--- src/rtl/clock_mode_ctrl.sv ---
// clock_mode_ctrl: button-driven mode controller for a down-counting timer.
// Debounces three buttons, sequences IDLE/RUN/SET_MIN/SET_HR/ALARM,
// generates the seconds prescale tick and the self-clearing alarm.
// Optional macro AUTO_REPEAT_EN: held inc repeats up0/up1 every REP_CYCLES.
// Ports:
//   clk, rst_n        clock, async active-low reset
//   btn_mode/start/inc raw buttons (async, active-high)
//   cnt_zero          datapath reads 00:00
//   set[1:0]          00 run/hold, 01 set minutes, 10 set hours
//   up0, up1          one-cycle minute / hour increment pulses
//   switch            down-counter enable
//   sec_tick          one-cycle pulse every TICK_DIV cycles in RUN
//   alarm             high while in ALARM
//   state[2:0]        IDLE=0 RUN=1 SET_MIN=2 SET_HR=3 ALARM=4
module clock_mode_ctrl #(
    parameter int DEB_CYCLES = 16,
    parameter int TICK_DIV   = 100,
    parameter int ALARM_SECS = 5,
    parameter int REP_CYCLES = 50
) (
    input  logic       clk,
    input  logic       rst_n,
    input  logic       btn_mode,
    input  logic       btn_start,
    input  logic       btn_inc,
    input  logic       cnt_zero,
    output logic [1:0] set,
    output logic       up0,
    output logic       up1,
    output logic       switch,
    output logic       sec_tick,
    output logic       alarm,
    output logic [2:0] state
);

    localparam logic [2:0] S_IDLE    = 3'd0;
    localparam logic [2:0] S_RUN     = 3'd1;
    localparam logic [2:0] S_SET_MIN = 3'd2;
    localparam logic [2:0] S_SET_HR  = 3'd3;
    localparam logic [2:0] S_ALARM   = 3'd4;

    localparam int DW = $clog2(DEB_CYCLES + 1);
    localparam int TW = $clog2(TICK_DIV + 1);
    localparam int AW = $clog2(ALARM_SECS + 1);

    // bit 0 = mode, bit 1 = start, bit 2 = inc
    logic [2:0]    btn_raw;
    logic [2:0]    sync1_q, sync2_q;
    logic [2:0]    deb_lvl_q, deb_lvl_d, deb_prev_q;
    logic [DW-1:0] deb_cnt_q [3];
    logic [DW-1:0] deb_cnt_d [3];
    logic [2:0]    press;
    logic          ev_mode, ev_start, ev_inc;

    logic [2:0]    state_q, state_d;
    logic [TW-1:0] pre_q, pre_d;
    logic [AW-1:0] sec_q, sec_d;
    logic          tick;
    logic [1:0]    set_q, set_d;
    logic          up0_q, up0_d, up1_q, up1_d;
    logic          switch_q, switch_d;
    logic          sec_tick_q, sec_tick_d;
    logic          alarm_q, alarm_d;

    assign btn_raw = {btn_inc, btn_start, btn_mode};

    // The counter tracks consecutive samples that differ from the current
    // level; since the level is binary those samples all agree.
    always_comb begin
        for (int i = 0; i < 3; i++) begin
            deb_lvl_d[i] = deb_lvl_q[i];
            deb_cnt_d[i] = '0;
            if (sync2_q[i] != deb_lvl_q[i]) begin
                if (deb_cnt_q[i] == DW'(DEB_CYCLES - 1))
                    deb_lvl_d[i] = sync2_q[i];
                else
                    deb_cnt_d[i] = deb_cnt_q[i] + 1'b1;
            end
        end
    end

    assign press    = deb_lvl_q & ~deb_prev_q;
    assign ev_mode  = press[0];
    assign ev_start = press[1] & ~press[0];
    assign ev_inc   = press[2] & ~|press[1:0];

    assign tick = (pre_q == TW'(TICK_DIV - 1));

`ifdef AUTO_REPEAT_EN
    localparam int RW = $clog2(REP_CYCLES + 1);
    logic [RW-1:0] rep_q, rep_d;
    logic          rep_fire;
`endif

    always_comb begin
        state_d = state_q;
        up0_d   = 1'b0;
        up1_d   = 1'b0;
        sec_d   = sec_q;
        case (state_q)
            S_IDLE: begin
                if (ev_mode)
                    state_d = S_SET_MIN;
                else if (ev_start)
                    state_d = cnt_zero ? S_ALARM : S_RUN;
            end
            S_SET_MIN: begin
                if (ev_mode)
                    state_d = S_SET_HR;
                else if (ev_inc)
                    up0_d = 1'b1;
            end
            S_SET_HR: begin
                if (ev_mode)
                    state_d = S_IDLE;
                else if (ev_inc)
                    up1_d = 1'b1;
            end
            S_RUN: begin
                if (cnt_zero)
                    state_d = S_ALARM;
                else if (ev_mode || ev_start)
                    state_d = S_IDLE;
            end
            S_ALARM: begin
                if (|press)
                    state_d = S_IDLE;
                else if (tick) begin
                    if (sec_q == AW'(ALARM_SECS - 1))
                        state_d = S_IDLE;
                    else
                        sec_d = sec_q + 1'b1;
                end
            end
            default: state_d = S_IDLE;
        endcase

        if (state_d != state_q)
            sec_d = '0;

`ifdef AUTO_REPEAT_EN
        // Repeat interval restarts on the initial press and on any
        // state change, so the first repeat is REP_CYCLES after the press.
        rep_d    = '0;
        rep_fire = 1'b0;
        if ((state_q == S_SET_MIN || state_q == S_SET_HR) &&
            state_d == state_q && !ev_inc && deb_lvl_q[2]) begin
            if (rep_q == RW'(REP_CYCLES - 1))
                rep_fire = 1'b1;
            else
                rep_d = rep_q + 1'b1;
        end
        if (rep_fire && state_q == S_SET_MIN)
            up0_d = 1'b1;
        if (rep_fire && state_q == S_SET_HR)
            up1_d = 1'b1;
`endif
    end

    // Prescaler runs only in RUN/ALARM and restarts on each entry.
    always_comb begin
        if ((state_d != S_RUN && state_d != S_ALARM) || state_d != state_q)
            pre_d = '0;
        else if (tick)
            pre_d = '0;
        else
            pre_d = pre_q + 1'b1;
    end

    always_comb begin
        case (state_d)
            S_SET_MIN: set_d = 2'b01;
            S_SET_HR:  set_d = 2'b10;
            default:   set_d = 2'b00;
        endcase
        switch_d   = (state_d == S_RUN);
        alarm_d    = (state_d == S_ALARM);
        sec_tick_d = tick && state_q == S_RUN && state_d == S_RUN;
    end

    always_ff @(posedge clk or negedge rst_n) begin
        if (!rst_n) begin
            sync1_q    <= '0;
            sync2_q    <= '0;
            deb_lvl_q  <= '0;
            deb_prev_q <= '0;
            for (int i = 0; i < 3; i++)
                deb_cnt_q[i] <= '0;
            state_q    <= S_IDLE;
            pre_q      <= '0;
            sec_q      <= '0;
            set_q      <= 2'b00;
            up0_q      <= 1'b0;
            up1_q      <= 1'b0;
            switch_q   <= 1'b0;
            sec_tick_q <= 1'b0;
            alarm_q    <= 1'b0;
        end else begin
            sync1_q    <= btn_raw;
            sync2_q    <= sync1_q;
            deb_lvl_q  <= deb_lvl_d;
            deb_prev_q <= deb_lvl_q;
            for (int i = 0; i < 3; i++)
                deb_cnt_q[i] <= deb_cnt_d[i];
            state_q    <= state_d;
            pre_q      <= pre_d;
            sec_q      <= sec_d;
            set_q      <= set_d;
            up0_q      <= up0_d;
            up1_q      <= up1_d;
            switch_q   <= switch_d;
            sec_tick_q <= sec_tick_d;
            alarm_q    <= alarm_d;
        end
    end

`ifdef AUTO_REPEAT_EN
    always_ff @(posedge clk or negedge rst_n) begin
        if (!rst_n)
            rep_q <= '0;
        else
            rep_q <= rep_d;
    end
`endif

    assign set      = set_q;
    assign up0      = up0_q;
    assign up1      = up1_q;
    assign switch   = switch_q;
    assign sec_tick = sec_tick_q;
    assign alarm    = alarm_q;
    assign state    = state_q;

endmodule
--- config.mk ---
export PLATFORM = sky130hd
export DESIGN_NAME = clock_mode_ctrl
export DESIGN_NICKNAME = d
export VERILOG_FILES = /design/src/rtl/clock_mode_ctrl.sv
export SDC_FILE = /design/constraint.sdc
export NUM_CORES = 1
export LEC_CHECK = 0
export ABC_CLOCK_PERIOD_IN_PS = 1510
export BUFFER_PORTS_ARGS = -buffer_cell sky130_fd_sc_hd__buf_2
export CORE_ASPECT_RATIO = 0.8
export CORE_MARGIN = 4
export CORE_UTILIZATION = 35
export DETAILED_ROUTE_END_ITERATION = 10
export PLACE_DENSITY = 0.55
export SYNTH_ARGS = -nofsm -noshare
export SYNTH_HDL_FRONTEND = slang
export SYNTH_SLANG_ARGS = --single-unit
--- constraint.sdc ---
create_clock -name clk -period 1.51 [get_ports clk]
set_input_delay 0.0755 -clock clk [delete_from_list [all_inputs] [get_ports clk]]
set_output_delay 0.0755 -clock clk [all_outputs]
set_load 0.01 [all_outputs]
-- Yosys cells after proc, flatten, opt, wreduce, memory -nomap -nowiden
Index checks and enable logic that the tools add are counted.
- logic and storage cells: 93
- bits of input ports: 6
- bits in registers: 47
- output and inout bits: 10
- bitwise operators: 5
- equality and inequality tests: 21
- add/subtract/negate cells: 5
- muxes and demuxes: 29
- reduce and logical (&&, ||, !) cells: 15
- operators with widths (cell ; count):
    $mux W3 ; 15
    $mux W5 ; 6
    $add A5 B1 Y5 const B ; 3
    $eq A5 B4 Y1 const B ; 3
    $pmux W3 S5 ; 1
    $mux W7 ; 2
    $eq A3 B2 Y1 const B ; 4
    $eq A3 B3 Y1 const B ; 3
    $add A7 B1 Y7 const B ; 1
    $eq A7 B7 Y1 const B ; 1
    $eq A3 B1 Y1 const B ; 2
    $reduce_and A2 Y1 ; 3
    $mux W1 ; 4
    $ne A2 B1 Y1 const B ; 2
    $pmux W2 S2 ; 1
    $reduce_and A4 Y1 ; 1
    $reduce_bool A2 Y1 ; 2
    $add A3 B1 Y3 const B ; 1
    $and A3 B3 Y3 ; 1
    $logic_and A1 B1 Y1 ; 3
    $logic_not A3 Y1 ; 1
    $ne A1 B1 Y1 ; 3
    $ne A3 B1 Y1 const B ; 1
    $ne A3 B3 Y1 ; 1
    other kinds (8) ; 10

-- Depth between registers and ports, before layout
- word-level depth: 12
- mapped depth: 6
- gate-level depth less buffers: 6

-- Worst setup path before layout
Ideal clock, no wire load.
- kind: register to register
- start: register pre_q[0]
- end: register sec_q[2]
- data required time: 1.423 ns
- library setup time: 0.087 ns
- cell stages (with the launch flop): 6
- data arrival time: 1.524 ns
- slack: -0.101 ns
- path buffers: 0
- clock period less this slack: 1.611 ns
- cells stage by stage: dfrtp_1 ha_1 and4bb_2 nand2_2 or4_4 a211oi_2
- longest elaborated chain between the ends: 7
- elaborated cells on any way between the ends: 11
- those cells by class: 4 x eq/ne; 4 x mux; 3 x reduce/logical
- RTL lines (element ; RTL line ; source):
    start: declaration ; 56 ; logic [TW-1:0] pre_q, pre_d;
    start signal: assignment ; 206 ; pre_q <= pre_d;
    $eq A7 B7 Y1 (*) ; 87 ; assign tick = (pre_q == TW'(TICK_DIV - 1));
    $mux W3 ; 128 ; else if (tick) begin
    $mux W3 ; 126 ; if (|press)
    $pmux W3 S5 ; 100 ; case (state_q)
    $ne A3 B3 Y1 ; 138 ; if (state_d != state_q)
    $ne A2 B1 Y1 (no line) / $reduce_bool A2 Y1 (equally long branches) ; - ;
    $reduce_and A4 Y1 (no line) ; - ;
    end signal: assignment ; 191 ; sec_q <= '0;
    end signal: assignment ; 207 ; sec_q <= sec_d;
    end: declaration ; 57 ; logic [AW-1:0] sec_q, sec_d;
Every way passes the cells marked *; elsewhere a longest branch is shown, timed or not.
A chain may end at the register's enable or synchronous reset.

-- Worst setup path in the final report
- start: register pre_q[1]
- end: register sec_q[2]
The elaborated chain is that of the path after synthesis.

==> metrics <==
outcome=complete, but fails checks; failing checks=setup timing; WL final=about 3500 um; Post-Synthesis Cells=approximately 170; routed via count=~1400; critical path, cell by cell=ha_2 -> and4bb_2 -> nand2_2 -> or4_4 -> a211oi_2; DP HPWL=roughly 2500 um; Avg Inst Size Synth=about 11 sq um; synthesis-to-layout area growth=24.6%; Fin Hold WS=between 0.06 and 0.07 ns; Reg2Reg Depth=5; final setup fails=1; Final GP Congestion=0.772; met3 Use GR=roughly 2.8%; Inserted Clock Buffers=5; register area=1180 sq um; hold path depth=3; Setup CP Type=flip-flop to flip-flop; crit path to=sec_q[2]; Critical R2R Launch=pre_q[1]; cell taking the most area after synthesis=dfrtp_1; DRC=0; Post-Synthesis Cell Area=1980 sq um; Max FO, Critical Path=3; reg-to-reg slack, setup=-0.11 ns; Yosys cell types=35; top cell type's share of synthesized area=about three fifths; CTS root buffer=clkbuf_8; CTS tree=yes; Crit path arrival time=around 1.8 ns; Slew headroom=between 70% and 80%; clk_skew=0.00855 ns; CTS Buffer Depth=2; Slew Viols, Final=0; dpl ws=-0.0975 ns; share of the yosys chip area belonging to registers=59.4%; fillers=529; count of state elements after synthesis=47; Clk pin slew, worst setup/hold paths=around 0.090 ns; total grt overflow=0; die area=6930 sq um; vias per std cell=4.59; Critical Path RT=about 1.7 ns; busiest grt layer=met2; row count=24; port bufs=15; Post-synth EDFFs=0; post-route setup slack=-0.113 ns; synth warn=0; Clk Latency, worst-skew pair=0.30 ns; CORE AREA=approximately 5500 sq um; crit share post-route=107%; unrepaired setup endpoints after global routing=true; initial antenna violation count=0; vias in the first global route=~1400; Worst setup EP type=flip-flop; min-delay worst type=input port to flip-flop; Final min period=between 1.5 and 2 ns; Final Hold Fails=0; CTS H-tree depth=2; Multi-input gate area=777 sq um; Layout Nets=~230; met1 Usage GRT=about 15%; ys flop type=dfrtp_1; 1st-pass router iterations=4; chip height=between 70 and 80 um; Tightest Pin Transition=0.368 ns; Pwr Density=approximately 1200 nW/um^2; fmax=about 620 MHz; VDD IR max=around 0.52 mV; CTS Sinks=between 40 and 50; Inserted Diodes=0; pin count of the biggest net entering global routing=48; top post-synthesis cells by area=dfrtp_1, xor2_1, ha_1; chip width=approximately 92 um; Max-Cap Viols=0; Reg-to-Reg End=sec_q[2]; critical path's largest stage delay=between 0.4 and 0.5 ns; first-pass GRT wire length=6290 um; M2 GR Usage=about a fifth; Pleak=~1.2 nW; GR Util All Layers=11.7%; Post-Route Utilization=between 40% and 50%; syn nets=approximately 190; Async S/R FF share, synth=100%; DR WL/cell=11.6 um; # IOs=16; Final ANT Viol Nets=0; starting density of the core=a little over a third; CP startpoint=pre_q[1]; Startpoint Class=flip-flop; Critical-path top delay cell=or4_4; share of layout cells above drive strength 1=between 20% and 30%; Iter 0 DRT Violations=42
Yosys cell counts (4+ instances only):
master   count
ha_1         6
xor2_1      11
nand3_1     10
nand4_1      4
xnor2_1      4
nor2_1      20
inv_1        8
dfrtp_1     47
nand2_1      7
a21oi_1      4
and3_1       6
and2_1       5
o21ai_0      7
logic make-up (layout without fill, tap and decap cells):
logic type / count (synthesis) / after routing / synth area share, %
DFF: 47 / 47 / 59.4
xor gates and xnor gates: 15 / 15 / 6.63
AOI/OAI and AO/OA: 20 / 20 / 6.51
and+or+nand+nor: 72 / 72 / 20.0
adders and majority gates: 6 / 6 / 3.79
buffers and inverters: 10 / 58 / 1.96
muxes: 3 / 3 / 1.71
state kept, by name, indices dropped and copies added, names as in the netlist:
register / count
sec_tick: 1
pre_q: 7
set: 2
up0: 1
sync1_q: 3
sec_q: 3
up1: 1
switch: 1
sync2_q: 3
deb_lvl_q: 3
alarm: 1
deb_cnt_q: 15
deb_prev_q: 3
state: 3
through the flow:
stage                     instances  instance area, sq um  TNS, ns  total power (W)
after floorplan                 173                  1980  -0.0605          0.00196
after global placement          284                  2310  -0.0658          0.00225
after detailed placement        284                  2310  -0.0975          0.00224
after CTS                       298                  2450   -0.118          0.00304
after global routing            299                  2470   -0.310          0.00326
final                           299                  2470   -0.113          0.00303
cell usage in the layout, fill, tap and decap left out, types with 2 or more instances in the layout:
| master | instances |
|---|---|
| xnor2_1 | 4 |
| inv_1 | 8 |
| and2_1 | 5 |
| a21oi_1 | 4 |
| nand2b_1 | 3 |
| a211oi_2 | 2 |
| ha_1 | 5 |
| buf_2 | 15 |
| nand2_1 | 7 |
| nor3b_1 | 2 |
| dlygate4sd3_1 | 4 |
| xor2_1 | 11 |
| a211oi_1 | 2 |
| mux2_2 | 3 |
| nor4_1 | 2 |
| clkinv_2 | 2 |
| dfrtp_1 | 47 |
| and3_1 | 6 |
| nor2b_1 | 2 |
| a31oi_1 | 2 |
| clkbuf_8 | 5 |
| and4_1 | 2 |
| nand3_1 | 10 |
| nor2_1 | 20 |
| nand4_1 | 4 |
| buf_4 | 22 |
| o21ai_0 | 7 |
critical path, delay by kind of cell (launching register included):
family / cells / cell delay [ns]
adder cells (fa/ha/maj): 1 / 0.17
AO/OA/AOI/OAI: 1 / 0.19
AND/OR/NAND/NOR: 3 / 0.81
flip-flops: 1 / 0.36
where the power goes:
part	internal (W)	total, W	switching [W]
combinational	0.000415	0.000760	0.000345
clock	0.000326	0.000749	0.000423
sequential	0.00142	0.00152	0.0000956
how the worst min path moves through the flow:
stage,startpoint,end,slack [ns]
2_1_floorplan,rst_n,alarm,-0.22
3_3_place_gp,rst_n,set[1],0.08
3_5_place_dp,rst_n,switch,0.08
4_1_cts,cnt_zero,alarm,0.06
5_1_grt,cnt_zero,alarm,0.08
6_report,cnt_zero,alarm,0.07
final cells by class:
cell class / instances / area share (%)
tap: 78 / 3.95
sequential: 47 / 47.6
multi-input combinational: 116 / 31.5
clock buffer: 5 / 2.79
clock inverter: 3 / 0.760
inverter: 8 / 1.22
timing repair buffer: 42 / 12.2
timing repair:
item	CTS	global route
hold endpoints to repair	50	0
hold buffers	4	0
gates resized for setup	0	3
cloned	0	0
endpoints found under the setup margin	3	5
pin swaps	0	5
setup buffers	2	1
per-layer routing:
| layer | wire length [um] | part of all wire (%) |
|---|---|---|
| met3 | 149 | 4.3 |
| met1 | 1790 | 52 |
| met4 | 53 | 1.5 |
| met2 | 1460 | 42 |
| met5 | 0 | 0 |
(Power assumes the default switching activity.)
